===== src/rtl/pipe_stage_skid_register.sv =====
// rtl/pipe_stage_skid_register.sv - valid/ready pipeline stage register with 2-entry skid buffer (optional PIPE_STAGE_PERF_CNT_EN)
module pipe_stage_skid_register #(
    parameter int PAYLOAD_WIDTH = 128,
    parameter int CNT_WIDTH     = 32
) (
    input  logic                     clk_i,
    input  logic                     reset_n_i,
    input  logic                     flush_i,
    input  logic                     valid_i,
    output logic                     ready_o,
    input  logic [PAYLOAD_WIDTH-1:0] payload_i,
    output logic                     valid_o,
    input  logic                     ready_i,
    output logic [PAYLOAD_WIDTH-1:0] payload_o,
`ifdef PIPE_STAGE_PERF_CNT_EN
    output logic [CNT_WIDTH-1:0]     stall_cycles_o,
    output logic [CNT_WIDTH-1:0]     bubble_cycles_o,
`endif
    output logic [1:0]               occupancy_o
);

    typedef enum logic [1:0] {
        ST_EMPTY = 2'd0,
        ST_FULL  = 2'd1,
        ST_SKID  = 2'd2
    } state_t;

    state_t                   state_q;
    state_t                   state_d;
    logic [PAYLOAD_WIDTH-1:0] main_q;
    logic [PAYLOAD_WIDTH-1:0] skid_q;
    logic                     main_valid;
    logic                     skid_valid;
    logic                     in_fire;
    logic                     out_fire;
    logic                     load_main_in;
    logic                     load_main_skid;
    logic                     load_skid_in;

    // Valid bits are decoded from the state; ready_o depends only on registered state
    assign main_valid  = (state_q != ST_EMPTY);
    assign skid_valid  = (state_q == ST_SKID);
    assign ready_o     = ~skid_valid;
    assign valid_o     = main_valid;
    assign payload_o   = main_q;
    assign occupancy_o = {1'b0, main_valid} + {1'b0, skid_valid};
    assign in_fire     = valid_i & ready_o & ~flush_i;
    assign out_fire    = valid_o & ready_i;

    // State register; reset discards both entries without waiting for a clock
    always_ff @(posedge clk_i or negedge reset_n_i) begin
        if (!reset_n_i) begin
            state_q <= ST_EMPTY;
        end else begin
            state_q <= state_d;
        end
    end

    // Next state and register load enables; flush wins over every transition
    always_comb begin
        state_d        = state_q;
        load_main_in   = 1'b0;
        load_main_skid = 1'b0;
        load_skid_in   = 1'b0;
        case (state_q)
            ST_EMPTY: begin
                if (in_fire) begin
                    load_main_in = 1'b1;
                    state_d      = ST_FULL;
                end
            end
            ST_FULL: begin
                if (in_fire && out_fire) begin
                    load_main_in = 1'b1;
                end else if (in_fire) begin
                    load_skid_in = 1'b1;
                    state_d      = ST_SKID;
                end else if (out_fire) begin
                    state_d = ST_EMPTY;
                end
            end
            ST_SKID: begin
                if (out_fire) begin
                    load_main_skid = 1'b1;
                    state_d        = ST_FULL;
                end
            end
            default: begin
                state_d = ST_EMPTY;
            end
        endcase
        // Flush keeps payload_o at its last value, so no register loads happen
        if (flush_i) begin
            state_d        = ST_EMPTY;
            load_main_in   = 1'b0;
            load_main_skid = 1'b0;
            load_skid_in   = 1'b0;
        end
    end

    // Main payload register feeding payload_o
    always_ff @(posedge clk_i or negedge reset_n_i) begin
        if (!reset_n_i) begin
            main_q <= '0;
        end else if (load_main_in) begin
            main_q <= payload_i;
        end else if (load_main_skid) begin
            main_q <= skid_q;
        end
    end

    // Skid payload register catching the entry accepted while downstream stalls
    always_ff @(posedge clk_i or negedge reset_n_i) begin
        if (!reset_n_i) begin
            skid_q <= '0;
        end else if (load_skid_in) begin
            skid_q <= payload_i;
        end
    end

`ifdef PIPE_STAGE_PERF_CNT_EN
    logic [CNT_WIDTH-1:0] stall_q;
    logic [CNT_WIDTH-1:0] bubble_q;

    assign stall_cycles_o  = stall_q;
    assign bubble_cycles_o = bubble_q;

    // Stall and bubble counters; wrap naturally and survive flush
    always_ff @(posedge clk_i or negedge reset_n_i) begin
        if (!reset_n_i) begin
            stall_q  <= '0;
            bubble_q <= '0;
        end else begin
            if (valid_o && !ready_i) begin
                stall_q <= stall_q + {{(CNT_WIDTH-1){1'b0}}, 1'b1};
            end
            if (!valid_o && !flush_i) begin
                bubble_q <= bubble_q + {{(CNT_WIDTH-1){1'b0}}, 1'b1};
            end
        end
    end
`else
    // Counter width is only meaningful with the counters built in
    logic unused_cnt_width;
    assign unused_cnt_width = |CNT_WIDTH;
`endif

endmodule


===== config.mk =====
export PLATFORM = sky130hd
export DESIGN_NAME = pipe_stage_skid_register
export DESIGN_NICKNAME = d
export VERILOG_FILES = /design/src/rtl/pipe_stage_skid_register.sv
export SDC_FILE = /design/constraint.sdc
export NUM_CORES = 1
export LEC_CHECK = 0
export CELL_PAD_IN_SITES_DETAIL_PLACEMENT = 1
export CELL_PAD_IN_SITES_GLOBAL_PLACEMENT = 2
export CORE_MARGIN = 5
export CORE_UTILIZATION = 38
export CTS_CLUSTER_DIAMETER = 100
export CTS_CLUSTER_SIZE = 8
export DETAILED_ROUTE_END_ITERATION = 10
export HOLD_SLACK_MARGIN = 0.03
export PLACE_DENSITY = 0.95
export SYNTH_ARGS = -nofsm -noshare
export SYNTH_HDL_FRONTEND = slang
export SYNTH_SLANG_ARGS = --single-unit
export TNS_END_PERCENT = 5

===== constraint.sdc =====
create_clock -name clk_i -period 3.43 [get_ports clk_i]
set_clock_uncertainty 0.05 [all_clocks]
set_input_delay 0.686 -clock clk_i [delete_from_list [all_inputs] [get_ports clk_i]]
set_output_delay 0.686 -clock clk_i [all_outputs]
set_load 0.05 [all_outputs]

==> impl_summary.md <==
Final layout
The share of cells above drive strength 1 is 44.7%. In the final design database the tool counted 1122 nets. The synthesis-to-finish area growth is 34.8%.

The repair_antennas step left the layout with diodes totalling 0. The final instance area is 15800 um2. The layout has 2930 filler cells. The share of the core filled with cells is 51.7%.

Worst setup path
The arrival time at the worst endpoint is 2.48 ns. The endpoint kind of the worst setup timing path is a primary output. The launch point of the critical path is state_q[0]. In this run the register-to-register setup slack is 1.14 ns. Along the worst path, the maximum fanout reaches 7.

The startpoint type of the worst setup path is a flop. The critical path class is reg2out. The required time reported for the critical path endpoint is 2.69 ns. In this run the critical register-to-register path is launched from state_q[1].

Clock network
The number of buffers inserted by hold repair at cts is 0. CTS built an H-tree with a depth of 2. The longest clock path from root to sink contains 3 buffers.

The CTS tree is done. Post-CTS timing repair inserted 0 buffers for setup. Clock-pin slew was measured on the worst setup and hold paths at 0.05 ns. The later pin in the worst-skew pair is clocked with a latency of 0.49 ns. The tree is rooted in a clkbuf_16. The clock net in this run drives a total of 258 sinks. Once the clock tree was built, the resizer swapped 0 gates to a different size. Clock tree synthesis inserted a total of 38 buffers.

Yosys
The portion of the post-synthesis area used by sequential elements is 55.2%. After synthesis, the largest area contributor takes up 55.2% of total cell area. The number of instances in the synthesized netlist is 706. The number of enable flip-flop cells after synthesis is 0.

The cell area after synthesis is 11700 um2. The fraction of synthesis flops using an asynchronous set or reset pin is 100%. The commonest cells after synthesis are mux2_2 (283), dfrtp_1 (258), mux2_4 (91). The mean instance size in the synthesized netlist is 16.6 um2. The most common cell in the synthesized netlist is mux2_2. Synthesis inferred 258 register bits. The number of warnings reported in the yosys synthesis log is 0.

The most frequently used flop master after synthesis is dfrtp_1. Yosys attributes the largest share of cell area to dfrtp_1 (55%), mux2_2 (27%), mux2_4 (12%). The cell taking the most area after synthesis is dfrtp_1. The number of unique standard cell types used by synthesis is 23. The net count after synthesis is 840.

Power
Combinational logic is responsible for 44.4% of the overall power. In this run, the clock network consumes 22.1% of the power. In this run switching power makes up 37.9% of total power. The worst-case IR drop observed on VDD is 0.000676 V. Dividing total power by cell area gives a power density of 952 nW/um2. In this run the power spent charging and discharging nets is 5.69 mW.

The cell internal power dissipation is 9.32 mW. The portion of total power attributed to sequential cells is 33.5%. In this run the static leakage power is 6.91 nW.

Timing
Subtracting the final worst setup slack from the clock period gives 3.22 ns. Static timing analysis puts the maximum clock frequency at 0.311 GHz. Of the available clock period, the critical path in the final layout requires 93.7%. The number of max-slew violations in the final report came to 0. The worst slew margin relative to its limit is 59.5%. Setup repair after global routing left no endpoint under its margin. At the pin with the least slew margin, the transition time is 0.606 ns. The final sum of negative setup slack is 0 ns. The total count of hold-check failures in the final report is 0. The total of endpoints with negative setup slack in the final report is 0.

GRT
The global-route usage over all layers is 16.6%. The number of global-route vias before repair came to 8047. The initial antenna violation count was 0.

The maximum number of pins on one net before global-route repair is 85. The first global-routing pass estimated 45400 um of wire. Summed over all layers, the global routing overflow is 0.

Placement
The instance area after placement is 14700 um2. Routability-driven placement finished with a final weighted congestion of 0.741. The HPWL after detailed placement is 19300 um. The quantity of I/O buffers inserted on ports is 264.

Floorplanning
The floorplan step defined a core boundary enclosing 30500 um2. The number of core rows is 64. The die is 185 um tall. The die is 185 um wide.

The die covers 34400 um2. The initial utilization of the core area, before any placement, comes to 38.3%. 265 I/O pins were placed.

Drt
The overall routed net length is 28400 um. The number of design-rule violations left by the first detailed-router iteration is 249. The number of detailed-route iterations in the first pass is 4. The detailed-route vias per instance is 4.95. The routed layout has 6863 vias. The count of nets left with antenna violations after detail routing is 0. The mean routed wirelength per cell is 20.5 um. In the routed design, unresolved DRC markers number 0.

Worst hold path
The worst min-delay path class is in2async.

Run status
The flow ran to the end, and the final reports show no timing, DRC or antenna violations.

Flow run
The number of maximum-capacitance constraint violations is 0.
-- final timing paths --
check	cells after the start	end
min in group clk_i	1	skid_q[65]
hold reg to reg	1	skid_q[65]
hold / removal	1	skid_q[83]
setup reg to reg	6	payload_o[86]
max in group asynchronous	2	skid_q[66]
setup / recovery	4	occupancy_o[0]
-- state kept, by name, indices dropped and copies added, names as in the netlist --
register	cells
payload_o	128
skid_q	128
state_q	2
-- layout make-up --
class                      instances  area [um2]  share of cell area (%)
clock inverter                     1        8.76                  0.0555
sequential                       258        6460                    40.9
tap                              396         495                    3.14
inverter                           3        11.3                  0.0714
multi-input combinational        403        4820                    30.6
timing repair buffer             284        2950                    18.7
clock buffer                      41        1030                    6.51
-- per-layer routing --
metal  vias to the layer above  GRT usage (%)  part of all wire, %
li1                       3067              -                    -
met1                      3543           20.1                   39
met2                       207           28.7                   51
met3                        46           5.18                  7.6
met4                         0           4.26                  2.1
met5                         -              0                    0
-- cells in the final DEF, fill, tap and decap left out --
cell               n
clkdlybuf4s50_1  263
inv_2              1
nand2_4            1
nor3_1             2
a211oi_4           1
inv_1              2
nand2b_4           1
buf_12            12
o31ai_1            1
clkbuf_16         41
nand2_1            1
a21oi_1            3
clkinv_4           1
o22a_1             1
or2_2              1
mux2_2           283
buf_8              1
dfrtp_1          258
nor2b_1            2
mux2_4            91
nor2_1             2
o21bai_4           1
mux2_1            10
ha_1               1
buf_4              8
xnor2_1            1
-- power groups by stage --
stage | registers [mW] | clock network, mW | logic [mW]
after floorplan | 7.45 | 0 | 2.00
after global placement | 4.97 | 0 | 6.58
after detailed placement | 5.07 | 0 | 6.72
after CTS | 5.05 | 3.44 | 6.75
after global routing | 5.20 | 3.58 | 6.97
final | 5.03 | 3.32 | 6.66
-- through the flow --
stage          std cells  hold slack [ns]  setup WS (ns)  power (mW)
2_1_floorplan        706            0.340          0.264        9.45
3_3_place_gp        1344            0.430          0.390        11.5
3_5_place_dp        1344            0.440          0.334        11.8
4_1_cts             1386            0.106          0.180        15.2
5_1_grt             1386            0.124          0.125        15.8
6_report            1386            0.103          0.215        15.0
-- cells by family (layout without fill, tap and decap cells) --
group	Yosys count	in the layout	synth area share (%)
multiplexers	384	384	39.9
flip-flops	258	258	55.2
buffers and inverters	45	329	3.74
AND/OR/NAND/NOR	10	10	0.492
AO/OA/AOI/OAI	7	7	0.503
adder cells (fa/ha/maj)	1	1	0.107
XOR/XNOR	1	1	0.0749
-- worst max-delay path, stage by stage, from the launching register on --
cell	delay (ns)
dfrtp_1	0.50
or2_2	0.36
ha_1	0.27
inv_1	0.05
clkdlybuf4s50_1	0.80
Note: power is estimated with default switching activity, not from simulation.
